**src/rtl/mem_port_arbiter_if.sv**
```systemverilog
// Signal bundle between the fetch/data requesters, the memory wrapper and mem_port_arbiter.
// The slave modport is the arbiter's view; the master modport is the surrounding environment.
interface mem_port_arbiter_if #(
  parameter int ADDR_W = 32,
  parameter int DATA_W = 32
);
  logic                  if_req;
  logic [ADDR_W-1:0]     if_addr;
  logic                  if_done;
  logic [DATA_W-1:0]     if_rdata;

  logic                  dm_req;
  logic                  dm_we;
  logic [ADDR_W-1:0]     dm_addr;
  logic [DATA_W-1:0]     dm_wdata;
  logic [DATA_W/8-1:0]   dm_be;
  logic                  dm_done;
  logic [DATA_W-1:0]     dm_rdata;

  logic                  mem_req;
  logic                  mem_we;
  logic [ADDR_W-1:0]     mem_addr;
  logic [DATA_W-1:0]     mem_wdata;
  logic [DATA_W/8-1:0]   mem_be;
  logic                  mem_gnt;
  logic                  mem_rvalid;
  logic [DATA_W-1:0]     mem_rdata;

  logic                  owner;
  logic                  busy;
  logic                  err_rvalid;

  modport slave (
    input  if_req, if_addr,
    output if_done, if_rdata,
    input  dm_req, dm_we, dm_addr, dm_wdata, dm_be,
    output dm_done, dm_rdata,
    output mem_req, mem_we, mem_addr, mem_wdata, mem_be,
    input  mem_gnt, mem_rvalid, mem_rdata,
    output owner, busy, err_rvalid
  );

  modport master (
    output if_req, if_addr,
    input  if_done, if_rdata,
    output dm_req, dm_we, dm_addr, dm_wdata, dm_be,
    input  dm_done, dm_rdata,
    input  mem_req, mem_we, mem_addr, mem_wdata, mem_be,
    output mem_gnt, mem_rvalid, mem_rdata,
    input  owner, busy, err_rvalid
  );
endinterface

```
**src/rtl/mem_port_arbiter.sv**
```systemverilog
// Shares one single-port memory between instruction fetch and the data stage, one transaction at a time.
// Data wins arbitration, but a streak counter forces a fetch grant after MAX_DM_STREAK data grants.
module mem_port_arbiter #(
  parameter int ADDR_W        = 32,
  parameter int DATA_W        = 32,
  parameter int MAX_DM_STREAK = 4
) (
  input logic               clk,
  input logic               rst,
  mem_port_arbiter_if.slave bus
);
  localparam int BE_W = DATA_W / 8;
  localparam int STREAK_W = $clog2(MAX_DM_STREAK + 1);
  localparam logic [STREAK_W-1:0] STREAK_MAX = STREAK_W'(MAX_DM_STREAK);

  typedef enum logic [1:0] {IDLE, ISSUE, WAIT, RESP} state_t;

  state_t              r_state, w_state_nxt;
  logic [STREAK_W-1:0] r_streak, w_streak_nxt;
  logic                r_owner, w_owner_nxt;
  logic                r_busy, w_busy_nxt;
  logic                r_err, w_err_nxt;
  logic                r_mem_req, w_mem_req_nxt;
  logic                r_mem_we, w_mem_we_nxt;
  logic [ADDR_W-1:0]   r_mem_addr, w_mem_addr_nxt;
  logic [DATA_W-1:0]   r_mem_wdata, w_mem_wdata_nxt;
  logic [BE_W-1:0]     r_mem_be, w_mem_be_nxt;
  logic                r_if_done, w_if_done_nxt;
  logic                r_dm_done, w_dm_done_nxt;
  logic [DATA_W-1:0]   r_if_rdata, w_if_rdata_nxt;
  logic [DATA_W-1:0]   r_dm_rdata, w_dm_rdata_nxt;

  always_ff @(posedge clk or negedge rst) begin
    if (!rst) begin
      r_state     <= IDLE;
      r_streak    <= '0;
      r_owner     <= 1'b0;
      r_busy      <= 1'b0;
      r_err       <= 1'b0;
      r_mem_req   <= 1'b0;
      r_mem_we    <= 1'b0;
      r_mem_addr  <= '0;
      r_mem_wdata <= '0;
      r_mem_be    <= '0;
      r_if_done   <= 1'b0;
      r_dm_done   <= 1'b0;
      r_if_rdata  <= '0;
      r_dm_rdata  <= '0;
    end else begin
      r_state     <= w_state_nxt;
      r_streak    <= w_streak_nxt;
      r_owner     <= w_owner_nxt;
      r_busy      <= w_busy_nxt;
      r_err       <= w_err_nxt;
      r_mem_req   <= w_mem_req_nxt;
      r_mem_we    <= w_mem_we_nxt;
      r_mem_addr  <= w_mem_addr_nxt;
      r_mem_wdata <= w_mem_wdata_nxt;
      r_mem_be    <= w_mem_be_nxt;
      r_if_done   <= w_if_done_nxt;
      r_dm_done   <= w_dm_done_nxt;
      r_if_rdata  <= w_if_rdata_nxt;
      r_dm_rdata  <= w_dm_rdata_nxt;
    end
  end

  always_comb begin
    w_state_nxt     = r_state;
    w_streak_nxt    = r_streak;
    w_owner_nxt     = r_owner;
    w_mem_req_nxt   = r_mem_req;
    w_mem_we_nxt    = r_mem_we;
    w_mem_addr_nxt  = r_mem_addr;
    w_mem_wdata_nxt = r_mem_wdata;
    w_mem_be_nxt    = r_mem_be;
    w_if_done_nxt   = 1'b0;
    w_dm_done_nxt   = 1'b0;
    w_if_rdata_nxt  = r_if_rdata;
    w_dm_rdata_nxt  = r_dm_rdata;
    // A response is only legal in WAIT; one arriving alongside mem_gnt lands in ISSUE and is flagged.
    w_err_nxt       = r_err | (bus.mem_rvalid && (r_state != WAIT));

    case (r_state)
      IDLE: begin
        if (bus.dm_req && (!bus.if_req || (r_streak < STREAK_MAX))) begin
          w_owner_nxt     = 1'b1;
          w_mem_req_nxt   = 1'b1;
          w_mem_we_nxt    = bus.dm_we;
          w_mem_addr_nxt  = bus.dm_addr;
          w_mem_wdata_nxt = bus.dm_wdata;
          w_mem_be_nxt    = bus.dm_be;
          w_state_nxt     = ISSUE;
          if (!bus.if_req) begin
            w_streak_nxt = '0;
          end else if (r_streak < STREAK_MAX) begin
            w_streak_nxt = r_streak + 1'b1;
          end
        end else if (bus.if_req) begin
          w_owner_nxt     = 1'b0;
          w_mem_req_nxt   = 1'b1;
          w_mem_we_nxt    = 1'b0;
          w_mem_addr_nxt  = bus.if_addr;
          w_mem_wdata_nxt = '0;
          w_mem_be_nxt    = '1;
          w_streak_nxt    = '0;
          w_state_nxt     = ISSUE;
        end
      end
      ISSUE: begin
        if (bus.mem_gnt) begin
          w_mem_req_nxt = 1'b0;
          w_state_nxt   = WAIT;
        end
      end
      WAIT: begin
        if (bus.mem_rvalid) begin
          w_state_nxt = RESP;
          if (r_owner) begin
            w_dm_done_nxt  = 1'b1;
            w_dm_rdata_nxt = r_mem_we ? '0 : bus.mem_rdata;
          end else begin
            w_if_done_nxt  = 1'b1;
            w_if_rdata_nxt = bus.mem_rdata;
          end
        end
      end
      RESP: begin
        w_state_nxt = IDLE;
      end
      default: begin
        w_state_nxt = IDLE;
      end
    endcase

    w_busy_nxt = (w_state_nxt != IDLE);
  end

  assign bus.if_done    = r_if_done;
  assign bus.if_rdata   = r_if_rdata;
  assign bus.dm_done    = r_dm_done;
  assign bus.dm_rdata   = r_dm_rdata;
  assign bus.mem_req    = r_mem_req;
  assign bus.mem_we     = r_mem_we;
  assign bus.mem_addr   = r_mem_addr;
  assign bus.mem_wdata  = r_mem_wdata;
  assign bus.mem_be     = r_mem_be;
  assign bus.owner      = r_owner;
  assign bus.busy       = r_busy;
  assign bus.err_rvalid = r_err;
endmodule

```
**src/flat_wrapper.sv**
```systemverilog
// flat-port wrapper written by rule: the top's interface ports become plain ports
module mem_port_arbiter_flat 
#(
  parameter int ADDR_W        = 32,
  parameter int DATA_W        = 32,
  parameter int MAX_DM_STREAK = 4
)
  (clk, rst, bus_if_req, bus_if_addr, bus_if_done, bus_if_rdata, bus_dm_req, bus_dm_we, bus_dm_addr, bus_dm_wdata, bus_dm_be, bus_dm_done, bus_dm_rdata, bus_mem_req, bus_mem_we, bus_mem_addr, bus_mem_wdata, bus_mem_be, bus_mem_gnt, bus_mem_rvalid, bus_mem_rdata, bus_owner, bus_busy, bus_err_rvalid);
  mem_port_arbiter_if #(.ADDR_W(ADDR_W), .DATA_W(DATA_W)) bus_i ();
  input logic clk;
  input logic rst;
  input wire logic [$bits(bus_i.if_req)-1:0] bus_if_req;
  input wire logic [$bits(bus_i.if_addr)-1:0] bus_if_addr;
  output wire logic [$bits(bus_i.if_done)-1:0] bus_if_done;
  output wire logic [$bits(bus_i.if_rdata)-1:0] bus_if_rdata;
  input wire logic [$bits(bus_i.dm_req)-1:0] bus_dm_req;
  input wire logic [$bits(bus_i.dm_we)-1:0] bus_dm_we;
  input wire logic [$bits(bus_i.dm_addr)-1:0] bus_dm_addr;
  input wire logic [$bits(bus_i.dm_wdata)-1:0] bus_dm_wdata;
  input wire logic [$bits(bus_i.dm_be)-1:0] bus_dm_be;
  output wire logic [$bits(bus_i.dm_done)-1:0] bus_dm_done;
  output wire logic [$bits(bus_i.dm_rdata)-1:0] bus_dm_rdata;
  output wire logic [$bits(bus_i.mem_req)-1:0] bus_mem_req;
  output wire logic [$bits(bus_i.mem_we)-1:0] bus_mem_we;
  output wire logic [$bits(bus_i.mem_addr)-1:0] bus_mem_addr;
  output wire logic [$bits(bus_i.mem_wdata)-1:0] bus_mem_wdata;
  output wire logic [$bits(bus_i.mem_be)-1:0] bus_mem_be;
  input wire logic [$bits(bus_i.mem_gnt)-1:0] bus_mem_gnt;
  input wire logic [$bits(bus_i.mem_rvalid)-1:0] bus_mem_rvalid;
  input wire logic [$bits(bus_i.mem_rdata)-1:0] bus_mem_rdata;
  output wire logic [$bits(bus_i.owner)-1:0] bus_owner;
  output wire logic [$bits(bus_i.busy)-1:0] bus_busy;
  output wire logic [$bits(bus_i.err_rvalid)-1:0] bus_err_rvalid;
  assign bus_i.if_req = bus_if_req;
  assign bus_i.if_addr = bus_if_addr;
  assign bus_if_done = bus_i.if_done;
  assign bus_if_rdata = bus_i.if_rdata;
  assign bus_i.dm_req = bus_dm_req;
  assign bus_i.dm_we = bus_dm_we;
  assign bus_i.dm_addr = bus_dm_addr;
  assign bus_i.dm_wdata = bus_dm_wdata;
  assign bus_i.dm_be = bus_dm_be;
  assign bus_dm_done = bus_i.dm_done;
  assign bus_dm_rdata = bus_i.dm_rdata;
  assign bus_mem_req = bus_i.mem_req;
  assign bus_mem_we = bus_i.mem_we;
  assign bus_mem_addr = bus_i.mem_addr;
  assign bus_mem_wdata = bus_i.mem_wdata;
  assign bus_mem_be = bus_i.mem_be;
  assign bus_i.mem_gnt = bus_mem_gnt;
  assign bus_i.mem_rvalid = bus_mem_rvalid;
  assign bus_i.mem_rdata = bus_mem_rdata;
  assign bus_owner = bus_i.owner;
  assign bus_busy = bus_i.busy;
  assign bus_err_rvalid = bus_i.err_rvalid;
  mem_port_arbiter #(.ADDR_W(ADDR_W), .DATA_W(DATA_W), .MAX_DM_STREAK(MAX_DM_STREAK)) u_core (.clk(clk), .rst(rst), .bus(bus_i));
endmodule
```
**config.mk**
```make
export PLATFORM = sky130hd
export DESIGN_NAME = mem_port_arbiter_flat
export DESIGN_NICKNAME = d
export VERILOG_FILES = /design/src/rtl/mem_port_arbiter_if.sv /design/src/rtl/mem_port_arbiter.sv /design/src/flat_wrapper.sv
export SDC_FILE = /design/constraint.sdc
export NUM_CORES = 1
export LEC_CHECK = 0
export CAP_MARGIN = 20
export CORE_AREA = 2 2 146 148
export CTS_BUF_LIST = sky130_fd_sc_hd__clkbuf_4 sky130_fd_sc_hd__clkbuf_8
export DETAILED_ROUTE_END_ITERATION = 10
export DIE_AREA = 0 0 148 150
export HOLD_SLACK_MARGIN = 0.05
export PLACE_DENSITY = 0.7
export SLEW_MARGIN = 20
export SYNTH_ARGS = -nofsm -noshare
export SYNTH_HDL_FRONTEND = slang
export SYNTH_SLANG_ARGS = --single-unit
```
**constraint.sdc**
```tcl
create_clock -name clk -period 1.5 [get_ports clk]
set_clock_uncertainty 0.1 [all_clocks]
set_input_delay 0.375 -clock clk [delete_from_list [all_inputs] [get_ports clk]]
set_output_delay 0.375 -clock clk [all_outputs]
set_load 0.05 [all_outputs]
```
==> results.ini <==
[power_and_ir_drop]
leakagePower_uw=0.00565
power-per-cell-area_nw_per_um2=2470
worst_ir_drop_on_vdd_mv=1.45

[setup_path]
timing.critical_path.fanout_max=12
worstSetupPathType=register to register
cp.required_ps=1730
data_arrival_time_of_the_worst_path_ps=1890
cp-end-kind=register
cp-start-kind=register

[global_route]
grt_start_max_net_pins=66
via_count_of_the_first_global_routing_pass=5182
global_route.overflow_total=0
grt_antenna_before_repair=0
grt_usage_pct=16.8
grt_first_pass_wirelength_um=29000

[synthesis]
ys.warnings.count=0
synth.net_count=568
synth_cell_area_um2=6090
proportion_of_netlist_area_held_by_the_largest_area_contributor_pct=59.1
avgSynthCellArea_um2=14.2
synth-seq-cells=144
netlist_top_cells_area=dfrtp_1, mux2_4, mux2_2, a22o_1, nand2b_1
synth_seq_area_share_pct=59.1
synth_cells=428
yosysTopAreaCell=dfrtp_1
synthDistinctLibCells=31

[floorplan]
placement_rows=53
io_pins=278
dieWidth_um=148
floorplan.die.height_um=150
floorplan.die_area_um2=22200
start_util_pct=29.5
coreArea_um2=20700

[sta]
drv_slew=0
final.setup.worst_slack_ps=-158
setup_total_negative_slack_ps=-11380
max_freq_mhz=603
max_slew_margin_pct=79.9
timing.final.crit_period_ps=1660
setup_failing_eps_final=193
post-route-period-util_pct=111
rsz0062_at_grt=true
final_hold_viol_count=0
tightest_slew_ps=302

[route]
detail-route-antenna-nets=0
drt_first_iter_violations=144
wl_per_cell_um=18.5
vias=5013
first_pass_iters=4
routed_via_density=4.54
wirelength_um=20400
drc=0

[hold_path]
worst_hold_path_type=primary input to async pin

[clocking]
ctsRootBufferMaster=clkbuf_8
worst_setup_hold_path_clk_slew_ps=90
insertion_delay_ps=450
cts_num_sinks=144
cts.htree.levels=4
cts-root-to-sink-buffers=2
tritoncts=yes
tritoncts.num_buffers=17

[placed_design]
dp.final_hpwl_um=13200
io_buffers=277
gp_routability_congestion=0.736
dp_cells=980
postPlaceCellArea_um2=10900

[final_layout]
multiInputGateArea_um2=2500
antenna_cells_inserted=0
post-route-cell-area_um2=12300
drive_above_1_share_pct=50.1
postLayoutCoreUtil_pct=59.4
fin_nets=957
seqCellArea_um2=3610
finish.cell_count_without_fillers=1105
layout_common_cells=buf_12, dfrtp_1, clkdlybuf4s50_1
fillers=1569
area_growth_syn_to_layout_pct=102
layout_commonest_cell=buf_12

[status]
violations_in_the_final_reports=negative setup slack
run_status=complete, but fails checks

[job]
drv.max_cap_violation_count=0

## routing by layer
metal,track usage (%),wire length [um]
met1,20.7,8390
met2,27.8,10300
met3,4.97,1140
met4,6.81,572
met5,0,0
## synthesized netlist by cell type, drive strengths merged
cell / n
dfrtp: 144
mux2: 96
nand2: 35
a22o: 34
nand2b: 34
o21ai: 33
buf: 18
clkbuf: 11
o22a: 4
a21o: 2
nand3b: 2
nor2: 2
a21bo: 1
a32o: 1
ha: 1
inv: 1
mux2i: 1
nand3: 1
nand4: 1
nand4b: 1
nor2b: 1
nor3: 1
o211ai: 1
o21a: 1
or3: 1
## area by class of cell
type	count	share of cell area, %
Clock inverter	13	1.02
Inverter	1	0.0305
Tap cell	275	2.80
Timing Repair Buffer	399	44.3
Sequential cell	144	29.4
Multi-Input combinational cell	254	20.3
Clock buffer	19	2.13
## through the flow
step                      hold slack, ps  power [uW]  setup slack, ps
after floorplan                    -20.6       15900             -105
after global routing                 267       31600             -208
after detailed placement             176       25500             -623
after CTS                            247       29500             -145
final                                261       30400             -158
after global placement               173       25300             -584
## state kept, by name (all words and copies together), names as in the netlist
name and flops:
u_core.bus.busy 1, u_core.bus.mem_be 4, u_core.bus.mem_wdata 32, u_core.bus.owner 1, u_core.bus.dm_rdata 32, u_core.bus.mem_addr 32
u_core.r_streak 3, u_core.bus.dm_done 1, u_core.bus.if_done 1, u_core.bus.if_rdata 32, u_core.r_state 2, u_core.bus.err_rvalid 1
u_core.bus.mem_we 1, u_core.bus.mem_req 1
## power breakdown
group	total [uW]	internal, uW	leakage (uW)	switching, uW
Combinational	19800	10600	0.00369	9160
Sequential	7550	5630	0.00177	1920
Clock	3070	1420	0.000193	1650
Total	30400	17700	0.00565	12700
## worst max-delay path, cell delays in order, from the launching register on
cell      delay (ps)
dfrtp_2          420
nand3b_1         230
nor2_4           180
buf_4            140
buf_12           150
mux2_4           310
## timing repair
action	4_1_cts	5_1_grt
endpoints found under the setup margin	242	275
resized for setup	9	63
pin swaps	2	9
setup buffers	43	33
hold buffers	1	0
endpoints found under the hold margin	144	0
gates cloned	1	15
## final timing paths
check / cells after the start / endpoint / start / slack, ps
worst min register to register: 1 / u_core.r_streak[1] / u_core.r_streak[1] / 400
worst max-delay path: 5 / u_core.bus.if_rdata[15] / u_core.r_state[0] / -160
min in group clk: 1 / u_core.r_streak[1] / u_core.r_streak[1] / 400
max in group asynchronous: 3 / u_core.bus.mem_addr[25] / rst / 500
worst min-delay path: 2 / u_core.bus.dm_rdata[30] / rst / 260
worst max register to register: 5 / u_core.bus.if_rdata[15] / u_core.r_state[0] / -160
## logic make-up after synthesis
family | count (synthesis) | synth area share [%]
flops | 144 | 59.1
mux | 97 | 21.5
simple gates | 79 | 6.94
compound gates | 77 | 8.99
buf+inv | 30 | 3.26
fa+ha+maj | 1 | 0.205
Power figures use the tool's default switching activity.
==> RTL edit, RTL diff (same settings) <==
`r_if_rdata` no longer has a reset.
--- a/src/rtl/mem_port_arbiter.sv
+++ b/src/rtl/mem_port_arbiter.sv
@@ -45,5 +45,4 @@
       r_if_done   <= 1'b0;
       r_dm_done   <= 1'b0;
-      r_if_rdata  <= '0;
       r_dm_rdata  <= '0;
     end else begin
@@ -60,7 +59,10 @@
       r_if_done   <= w_if_done_nxt;
       r_dm_done   <= w_dm_done_nxt;
-      r_if_rdata  <= w_if_rdata_nxt;
       r_dm_rdata  <= w_dm_rdata_nxt;
     end
+  end
+
+  always_ff @(posedge clk) begin
+    r_if_rdata <= w_if_rdata_nxt;
   end
 
Check against the original RTL: differs if rst is asserted again (counterexample within 4 cycles, from zero or initial values and one cycle with rst low); with rst held inactive, the same outputs for 4 cycles.
==> RTL edit against the original RTL <==
The run still ends with setup timing left; final area decreased by 7.3%; utilization is 4.3 points lower; routed wire length down 16%; area after synthesis down 3.7%; total power fell by 18%; sequential cell count is the same; setup slack gained 0.048 ns.
==> RTL edit: results (changes against the original RTL) <==
The worst hold-check slack came to 0.3109 ns (+0.04956 ns). The synthesized cell area is 5869 sq um (-3.7%). The instance area at placement was 10510 sq um (-3.5%).

The number of non-clock buffers is 347 (-13%). The count of cells resized by post-cts repair was 7 (-2). The run finished, with violations left. The global-route met1 utilization was 18.65% (-2.0 points). The number of nets at the end of the flow is 873 (-8.8%).

The maximum net fanout on the critical path came out at 8 (-4). The detail-routed net length per standard cell came to 16.73 um (-9.6%). The power density over the cells came out at 2199 nW/um^2 (-11%). The actual transition at the worst max-transition pin is 0.3350 ns (+0.03342 ns). The number of multi-input logic gates is 222 (-13%).

The static leakage power came out at 5.021 nW (-11%). The commonest cells after synthesis are sky130_fd_sc_hd__dfrtp_1, sky130_fd_sc_hd__mux2_4, sky130_fd_sc_hd__nand2_1. The number of flops mapped to enable cells by yosys is 32 (+32).

The DRC violation total after the first TritonRoute iteration is 187 (+30%). The final reports fail on setup timing. The post-route worst setup slack is -0.1097 ns (+0.04794 ns). The total via count in the routed design is 4434 (-12%). The final HPWL from detailed placement came out at 11950 um (-9.7%). The number of antenna violations at the first check in global routing is 1 (+1). The clock-cell share of area is 3.634% (+0.49 points). The post-CTS repair timing setup buffer count is 24 (-44%).

The met3 layer usage reported by global route came to 5.335% (+0.37 points). The number of clock-tree buffers in the layout came out at 18 (-1). The total global-route track usage came out at 15.43% (-1.4 points). The post-synth net total came out at 532 (-6.3%). The final count of negative-setup-slack endpoints is 137 (-29%).
==> RTL edit: changes by cell type in the layout (fill, tap and decap cells not counted), sizes merged <==
cell and change:
clkinv -4, mux2 -32, bufinv +1, clkinvlp +1
dlymetal6s2s +1, diode +1, inv +3, dlygate4sd2 -1
buf -45, clkbuf -8, edfxtp +32, dfrtp -32
==> RTL edit: through the flow <==
| step | setup WS [ns] | TNS, ns | cells |
|---|---|---|---|
| finish | -0.1097 | -6.782 | 1022 |
| global route | -0.1394 | -19.70 | 1021 |
| CTS | -0.09653 | -8.776 | 998 |
| detailed placement | -0.5903 | -58.39 | 939 |
| global placement | -0.5542 | -55.41 | 939 |
| floorplan | -0.1733 | -9.224 | 392 |
==> RTL edit: cells by family after synthesis <==
group	count (synthesis)	synth area share, %
compound gates	77	9.337
simple gates	79	7.163
flops	144	64.12
fa+ha+maj	1	0.2131
mux	65	16.16
buf+inv	26	3.006
==> RTL edit: path summary, 6_finish.rpt <==
kind | startpoint | to | cells after the start
hold reg to reg | u_core.r_streak[1]$_DFFE_PN0P_ | u_core.r_streak[1]$_DFFE_PN0P_ | 1
setup reg to reg | u_core.r_streak[2]$_DFFE_PN0P_ | u_core.bus.mem_addr[23]$_DFFE_PN0P_ | 4
max in group asynchronous | rst | u_core.bus.owner$_DFFE_PN0P_ | 3
setup / recovery | u_core.r_streak[2]$_DFFE_PN0P_ | u_core.bus.mem_addr[23]$_DFFE_PN0P_ | 4
min in group asynchronous | rst | u_core.bus.mem_addr[22]$_DFFE_PN0P_ | 3
hold / removal | bus_dm_req | u_core.r_streak[2]$_DFFE_PN0P_ | 4
==> RTL edit: report_power, final <==
| group | switching [mW] | internal, mW |
|---|---|---|
| clock network | 1.66 | 1.58 |
| logic | 7.10 | 7.84 |
| registers | 1.46 | 5.42 |
| total | 10.2 | 14.8 |
